### config.mk
export PLATFORM = sky130hd
export DESIGN_NAME = uart_reg_bridge
export DESIGN_NICKNAME = d
export VERILOG_FILES = /design/src/rtl/uart_reg_bridge.sv
export SDC_FILE = /design/constraint.sdc
export NUM_CORES = 1
export LEC_CHECK = 0
export BUFFER_PORTS_ARGS = -buffer_cell sky130_fd_sc_hd__buf_2
export CAP_MARGIN = 5
export CORE_MARGIN = 1.5
export CORE_UTILIZATION = 57
export CTS_CLUSTER_SIZE = 28
export DETAILED_ROUTE_END_ITERATION = 16
export PLACE_DENSITY = 0.83
export SLEW_MARGIN = 20
export SYNTH_ARGS = -nofsm -noshare
export SYNTH_HDL_FRONTEND = slang
export SYNTH_SLANG_ARGS = --single-unit
### constraint.sdc
create_clock -name clk -period 3.3 [get_ports clk]
set_input_delay 0.66 -clock clk [delete_from_list [all_inputs] [get_ports clk]]
set_output_delay 0.66 -clock clk [all_outputs]
set_load 0.1 [all_outputs]
### src/rtl/uart_reg_bridge.sv
// Bridges UART rx/tx FIFOs to an 8-bit register bus using a tiny byte protocol:
// 'W' addr data -> 'K', 'R' addr -> data, anything else -> 'E'.
module uart_reg_bridge #(
  parameter logic [7:0] CMD_WR  = 8'h57,
  parameter logic [7:0] CMD_RD  = 8'h52,
  parameter logic [7:0] RSP_ACK = 8'h4B,
  parameter logic [7:0] RSP_NAK = 8'h45,
  parameter int         TIMEOUT = 1000000,
  parameter int         TO_BIT  = 20
) (
  input  logic       clk,
  input  logic       rst,
  input  logic       rx_empty,
  input  logic [7:0] r_data,
  output logic       rd_uart,
  input  logic       tx_full,
  output logic [7:0] w_data,
  output logic       wr_uart,
  output logic [7:0] reg_addr,
  output logic [7:0] reg_wdata,
  output logic       reg_we,
  output logic       reg_re,
  input  logic [7:0] reg_rdata,
  output logic       busy,
  output logic       frame_err
);

  typedef enum logic [2:0] {
    IDLE, GET_ADDR, GET_DATA, BUS_WR, BUS_RD, RD_WAIT, SEND
  } state_t;

  // Timeout fires on the cycle the counter would step onto TIMEOUT-1.
  localparam logic [TO_BIT-1:0] TO_LAST = TO_BIT'(TIMEOUT - 2);

  state_t            state_q, state_d;
  logic              mode_wr_q, mode_wr_d;
  logic [TO_BIT-1:0] cnt_q, cnt_d;
  logic [7:0]        w_data_q, w_data_d;
  logic [7:0]        reg_addr_q, reg_addr_d;
  logic [7:0]        reg_wdata_q, reg_wdata_d;
  logic              reg_we_q, reg_we_d;
  logic              reg_re_q, reg_re_d;
  logic              frame_err_q, frame_err_d;
  logic              pop, to_hit;

  assign pop    = !rst && !rx_empty &&
                  (state_q == IDLE || state_q == GET_ADDR || state_q == GET_DATA);
  assign to_hit = rx_empty && (cnt_q == TO_LAST);

  always_comb begin
    state_d     = state_q;
    mode_wr_d   = mode_wr_q;
    cnt_d       = '0;
    w_data_d    = w_data_q;
    reg_addr_d  = reg_addr_q;
    reg_wdata_d = reg_wdata_q;
    reg_we_d    = 1'b0;
    reg_re_d    = 1'b0;
    frame_err_d = 1'b0;
    case (state_q)
      IDLE: begin
        if (pop) begin
          if (r_data == CMD_WR) begin
            mode_wr_d = 1'b1;
            state_d   = GET_ADDR;
          end else if (r_data == CMD_RD) begin
            mode_wr_d = 1'b0;
            state_d   = GET_ADDR;
          end else begin
            w_data_d    = RSP_NAK;
            frame_err_d = 1'b1;
            state_d     = SEND;
          end
        end
      end
      GET_ADDR: begin
        if (pop) begin
          reg_addr_d = r_data;
          if (mode_wr_q) begin
            state_d = GET_DATA;
          end else begin
            reg_re_d = 1'b1;
            state_d  = BUS_RD;
          end
        end else if (to_hit) begin
          frame_err_d = 1'b1;
          state_d     = IDLE;
        end else begin
          cnt_d = cnt_q + 1'b1;
        end
      end
      GET_DATA: begin
        if (pop) begin
          reg_wdata_d = r_data;
          reg_we_d    = 1'b1;
          state_d     = BUS_WR;
        end else if (to_hit) begin
          frame_err_d = 1'b1;
          state_d     = IDLE;
        end else begin
          cnt_d = cnt_q + 1'b1;
        end
      end
      BUS_WR: begin
        w_data_d = RSP_ACK;
        state_d  = SEND;
      end
      BUS_RD:  state_d = RD_WAIT;
      RD_WAIT: begin
        w_data_d = reg_rdata;
        state_d  = SEND;
      end
      SEND: begin
        if (!tx_full) state_d = IDLE;
      end
      default: state_d = IDLE;
    endcase
  end

  always_ff @(posedge clk) begin
    if (rst) begin
      state_q     <= IDLE;
      mode_wr_q   <= 1'b0;
      cnt_q       <= '0;
      w_data_q    <= '0;
      reg_addr_q  <= '0;
      reg_wdata_q <= '0;
      reg_we_q    <= 1'b0;
      reg_re_q    <= 1'b0;
      frame_err_q <= 1'b0;
    end else begin
      state_q     <= state_d;
      mode_wr_q   <= mode_wr_d;
      cnt_q       <= cnt_d;
      w_data_q    <= w_data_d;
      reg_addr_q  <= reg_addr_d;
      reg_wdata_q <= reg_wdata_d;
      reg_we_q    <= reg_we_d;
      reg_re_q    <= reg_re_d;
      frame_err_q <= frame_err_d;
    end
  end

  assign rd_uart   = pop;
  assign wr_uart   = !rst && (state_q == SEND) && !tx_full;
  assign w_data    = w_data_q;
  assign reg_addr  = reg_addr_q;
  assign reg_wdata = reg_wdata_q;
  assign reg_we    = reg_we_q;
  assign reg_re    = reg_re_q;
  assign frame_err = frame_err_q;
  assign busy      = (state_q != IDLE);

endmodule

==> results.toml, run 1 <==
[synth]
async_flop_share_pct = 0
synth_fp_nets = 290
synth_seq_area_share_pct = 44.7
syn_area_per_cell_um2 = 8.52
yosysWarnings = 0
synth_xor_xnor_area_share_pct = 5.37
syn-cell-area_um2 = 2280
synth_top_family_by_area = "simple AND/OR/NAND/NOR gates"
synth_cell_type_count = 46
ys_seq_elements = 51
synth_fa_ha_area_share_pct = 1.10
synth_edf_count = 0
synthSimpleGateAreaFrac_pct = 29.9
synthMuxAreaShare_pct = 0.876
netlist_instances = 268
synth.top_cells.by_area = "dfxtp_1, nand2b_1, nand2_1"
ys.flop_type = "dfxtp_1"
synth-compound-area-share_pct = 14.7
synth_top_area_cell = "dfxtp_1"
synth_top_cell_area_share_pct = 44.7

[grt]
grt_use_total_pct = 23.0
grt_max_degree = 33
grt_pass1_vias = 1826
grt_first_pass_wirelength_mm = 7.92
grt_overflow = 0
grt_antenna_before_repair = 0

[cts]
holdBufCountCts = 0
cts_resized = 0
path_clk_slew_ps = 80
cts_tree = "yes"
cts_max_level = 2
postCtsSetupRepairBufs = 0
cts_made_buffers = 5
root_buffer = "clkbuf_8"
cts.sinks = 51
worstSkewPairLatency_ps = 290
cts_max_path_buffers = 2

[routing]
wl_per_cell_um = 12.8
num_vias = 2073
ant_nets = 0
post_drt_via_cell_ratio = 5.73
dr.pass1.iters = 4
route.detailed.drc = 0
wl_mm = 4.63
dr.first_iter.drc_count = 162

[placed_design]
gp_congestion = 0.824
post-dp-hpwl_mm = 3.34
preCtsSetupSlack_ps = 831
portBuffers = 49

[sta]
slew_headroom_pct = 55.2
finalHoldViolCount = 0
fmax_ghz = 0.404
setup_viol = 0
rsz0062_at_grt = "false"
worst_slew_pin_slew_ps = 672
slew_violations = 0
fin_ws_ps = 825
setup_tns_ps = 0
period_share_pct = 75.0
finalCriticalPeriod_ps = 2470
fin_skew_ps = 5.47

[worst_setup_path]
worst_path_largest_cell_delay_ps = 440
start_kind = "input pin"
arrival_ps = 1810
critPathCaptureType = "primary output"
crit_chain = "buf_2 -> or3_1 -> a21oi_2 -> buf_2"
crit_type = "in -> out"
crit_top_cell = "buf_2"
worstPathMaxFanout = 9
cp_slowest_cell = "or3_1"
crit_required_ps = 2640

[floorplan]
die_w_um = 66.3
core-area_um2 = 3740
pin_count = 50
rows = 22
die_area_um2 = 4400
die_h_um = 66.3
start_util_pct = 61.0

[min_path]
hp-class = "reg -> reg"

[power]
p_seq_share_pct = 42.6
intPower_mw = 0.964
cellPowerDensity_nw_per_um2 = 677
power_frac_clock_pct = 18.2
pwr-share-comb_pct = 39.2
peakVddDrop_v = 0.000442
p_sw_mw = 0.835
switching_share_pct = 46.4
p_leak_nw = 0.990

[final_layout]
final_util_pct = 71.0
nets = 337
drive_gt1_share_pct = 21.0
areaGrowthSynthToFinish_pct = 16.3
fillers = 327
num_antenna_cells = 0

[run_status]
status = "completed"

[job]
drv_cap = 0
-- power by group through the flow --
stage	Sequential (mW)	Clock (mW)	Combinational, mW
3_5_place_dp	0.779	0	0.706
4_1_cts	0.765	0.335	0.706
5_1_grt	0.778	0.362	0.742
6_report	0.766	0.327	0.705
3_3_place_gp	0.775	0	0.698
2_1_floorplan	1.04	0	0.325
-- metal layers --
| layer | global-route usage, % | part of all wire (%) |
|---|---|---|
| met3 | 6.13 | 6.1 |
| met2 | 36.6 | 47 |
| met1 | 30.3 | 46 |
| met4 | 6.89 | 0.86 |
| met5 | 0 | 0 |
-- cell families after synthesis --
logic type	after synthesis
buf+inv	20
xor+xnor	14
flops	51
compound gates	53
mux	2
fa+ha+maj	2
simple gates	126
-- Yosys cell counts (all sizes together), types with 3 or more instances --
library cell	count
o31ai	5
o21ai	21
nand4	8
xor2	7
a22o	3
buf	4
or4	4
a211oi	3
nor2	27
dfxtp	51
nand3	9
xnor2	7
or3	5
nor4	4
and4	3
a21oi	10
inv	7
clkbuf	9
nor3	7
nand2	27
nand2b	21
-- final cells by class --
class                   instances  area (um^2)  area share (%)
flip-flops and latches         51         1020            38.4
repair buffers                 53          275            10.4
multi-input cells             197         1200            45.2
well taps                      48         60.1            2.26
inverters                       7         26.3           0.989
clock buffers                   6         72.6            2.73
-- worst max-delay path, delay by kind of cell --
family / cells / cell delay (ps)
and+or+nand+nor: 1 / 440
buffers and inverters: 2 / 590
AOI/OAI and AO/OA: 1 / 120
-- path summary, 6_finish.rpt --
check | from | to | slack [ps] | depth (start not counted)
max | rx_empty | rd_uart | 830 | 4
min | w_data[6] | w_data[6] | 450 | 2
max reg2reg | state_q[0] | cnt_q[15] | 1090 | 5
min reg2reg | w_data[6] | w_data[6] | 450 | 2
-- metrics by stage --
| stage | cells | hold slack, ps | power, mW | cell area, um^2 |
|---|---|---|---|---|
| after floorplan | 268 | 441 | 1.37 | 2290 |
| after global placement | 356 | 440 | 1.47 | 2580 |
| after detailed placement | 356 | 445 | 1.48 | 2580 |
| after CTS | 362 | 458 | 1.81 | 2660 |
| after global routing | 362 | 483 | 1.88 | 2660 |
| final | 362 | 454 | 1.80 | 2660 |
-- flip-flops by register name, indices dropped and copies added (netlist names) --
| signal | count |
|---|---|
| reg_we | 1 |
| cnt_q | 20 |
| mode_wr_q | 1 |
| state_q | 3 |
| reg_re | 1 |
| reg_addr | 8 |
| frame_err | 1 |
| w_data | 8 |
| reg_wdata | 8 |
-- cells in the final DEF (no fill, tap or decap), types with 5 or more instances in the layout --
master / synthesis / layout
o21ai_0: 5 / 5
clkbuf_8: 0 / 5
buf_2: 2 / 49
xor2_1: 7 / 7
nand2_1: 27 / 27
xnor2_1: 7 / 7
nand2b_1: 21 / 21
nor3_1: 6 / 6
dfxtp_1: 51 / 51
nor2_1: 27 / 27
a21oi_1: 10 / 9
inv_1: 7 / 7
o21ai_1: 16 / 16
or3_1: 5 / 5
nand4_1: 7 / 7
nand3_1: 8 / 8
No activity file was read; power rests on OpenSTA's default activity.
==> run 2, diff against run 1 <==
--- a/config.mk
+++ b/config.mk
@@ -5,13 +5,14 @@
 export SDC_FILE = /design/constraint.sdc
 export NUM_CORES = 1
 export LEC_CHECK = 0
+export ABC_AREA = 1
 export BUFFER_PORTS_ARGS = -buffer_cell sky130_fd_sc_hd__buf_2
 export CAP_MARGIN = 5
 export CORE_MARGIN = 1.5
-export CORE_UTILIZATION = 57
+export CORE_UTILIZATION = 48
 export CTS_CLUSTER_SIZE = 28
 export DETAILED_ROUTE_END_ITERATION = 16
-export PLACE_DENSITY = 0.83
+export PLACE_DENSITY = 0.74
 export SLEW_MARGIN = 20
 export SYNTH_ARGS = -nofsm -noshare
 export SYNTH_HDL_FRONTEND = slang
==> constraint.sdc (replaced) <==
create_clock -name clk -period 2.1 [get_ports clk]
set_input_delay 0.42 -clock clk [delete_from_list [all_inputs] [get_ports clk]]
set_output_delay 0.42 -clock clk [all_outputs]
set_load 0.1 [all_outputs]
==> results.toml, run 2 <==
[synth]
ys.flop_type = "dfxtp_1"
yosysMostFrequentCell = "nand2_1"
synth_top_area_cell = "dfxtp_1"
synth.top_cells.by_area = "dfxtp_1, nand2_1, nor2_1"
netlist_instances = 326
async_flop_share_pct = 0
syn-cell-area_um2 = 2330
syn_area_per_cell_um2 = 7.15
yosysWarnings = 0
synthTopCellsByCount = "nand2_1, dfxtp_1, nor2_1"
synth_fp_nets = 348
synth_cell_type_count = 32
synth_top_cell_area_share_pct = 43.8
synth_seq_area_share_pct = 43.8
synth_edf_count = 0
ys_seq_elements = 51

[final_layout]
areaGrowthSynthToFinish_pct = 18.6
most-common-layout-cells = "nand2_1, dfxtp_1, buf_2"
fillers = 462
num_antenna_cells = 0
drive_gt1_share_pct = 22.9
final_util_pct = 58.9
top_register = "cnt_q"
nets = 401
largest_reg_flops = 20
final_common_cell = "nand2_1"

[worst_setup_path]
start_kind = "flop"
crit_required_ps = 1680
arrival_ps = 1560
crit_start = "state_q[0]"
worstPathMaxFanout = 7
reg2reg_slack_ps = 490
crit_type = "reg -> out"
critPathCaptureType = "primary output"
r2r-start = "cnt_q[0]"

[grt]
grt_use_total_pct = 19.2
grt_overflow = 0
grt_antenna_before_repair = 0
grt_first_pass_wirelength_mm = 8.14
grt_pass1_vias = 1898
grt_max_degree = 19

[cts]
cts_resized = 0
path_clk_slew_ps = 90
cts_made_buffers = 5
postCtsSetupRepairBufs = 0
cts_max_level = 2
cts_tree = "yes"
cts_max_path_buffers = 2
root_buffer = "clkbuf_8"
holdBufCountCts = 0
worstSkewPairLatency_ps = 300
cts.sinks = 51

[routing]
wl_mm = 4.85
num_vias = 2148
dr.pass1.iters = 4
ant_nets = 0
wl_per_cell_um = 11.2
route.detailed.drc = 0
post_drt_via_cell_ratio = 4.95
dr.first_iter.drc_count = 90

[power]
pwr-share-comb_pct = 35.2
switching_share_pct = 42.9
cellPowerDensity_nw_per_um2 = 956
p_sw_mw = 1.13
power_frac_clock_pct = 23.3
p_seq_share_pct = 41.5
peakVddDrop_v = 0.000761
p_leak_nw = 1.23
intPower_mw = 1.51

[sta]
slew_headroom_pct = 64.5
setup_viol = 0
setup_tns_ps = 0
worst_slew_pin_slew_ps = 531
period_share_pct = 94.4
finalHoldViolCount = 0
finalCriticalPeriod_ps = 1980
rsz0062_at_grt = "false"
fin_skew_ps = 9.47
fmax_ghz = 0.504
slew_violations = 0

[floorplan]
pin_count = 50
die_w_um = 72.7
rows = 25
die_area_um2 = 5280
start_util_pct = 49.7
die_h_um = 72.7
core-area_um2 = 4690

[placed_design]
portBuffers = 49
gp_congestion = 0.857
post-dp-hpwl_mm = 3.56

[run_status]
status = "completed"

[min_path]
hp-class = "in -> reg"
min_from = "r_data[6]"

[job]
drv_cap = 0
==> run 2: cell count changes after synthesis, sizes merged, moves of 4 or more <==
cell    before  now
or3          5    0
nor2        27   46
a21oi       10   18
xnor2        7    2
o31ai        5    0
inv          7   35
nand2       27   97
or4          4    0
clkbuf       9    2
nand3        9   17
nand2b      21    0
==> run 2: cells by family after synthesis <==
group	count (synthesis)	synth area share (%)
and+or+nand+nor	181	35.5
AOI/OAI and AO/OA	45	10.3
adders and majority gates	2	1.07
buffers and inverters	41	7.04
xor gates and xnor gates	6	2.26
DFF	51	43.8
==> run 2: worst paths after layout <==
check | endpoint | cells past startpoint
max | busy | 5
min | reg_addr[6] | 3
max reg2reg | cnt_q[14] | 9
min reg2reg | cnt_q[0] | 1
==> run 2: area by class of cell <==
class | count | area (um^2) | share of cell area, %
tap | 54 | 67.6 | 2.45
inverter | 36 | 135 | 4.89
clock buffer | 7 | 96.3 | 3.49
timing repair buffer | 51 | 275 | 9.96
sequential | 51 | 1020 | 37.0
clock inverter | 1 | 7.51 | 0.272
multi-input combinational | 234 | 1160 | 42.0
==> run 2: power by group through the flow <==
stage / combinational (mW) / sequential (mW) / clock (mW)
6_report: 0.930 / 1.10 / 0.615
5_1_grt: 0.988 / 1.11 / 0.674
4_1_cts: 0.932 / 1.10 / 0.638
3_5_place_dp: 0.929 / 1.12 / 0
3_3_place_gp: 0.923 / 1.12 / 0
2_1_floorplan: 0.379 / 1.51 / 0
==> run 2: per-stage QoR <==
stage	setup WS [ps]	total power [mW]	hold WS, ps	instances	area (um^2)
3_3_place_gp	378	2.04	440	426	2660
6_report	117	2.64	352	434	2760
5_1_grt	45.4	2.77	368	434	2760
4_1_cts	118	2.67	340	434	2760
2_1_floorplan	37.8	1.89	430	326	2350
3_5_place_dp	344	2.05	448	426	2660
==> run 2: critical path, cell delays in order, from the launching register on <==
cell and delay, ps:
dfxtp_1 540, nor2_1 70, inv_1 90, nor2_2 70, inv_1 80, buf_2 420
==> run 2: routing by layer <==
metal | GRT usage (%) | vias to the layer above | share of wire (%)
met5 | 0 | - | 0
met2 | 32.5 | 41 | 46
met3 | 3.73 | 9 | 3.4
met4 | 6.29 | 0 | 1.4
li1 | - | 1151 | -
met1 | 24.7 | 947 | 49
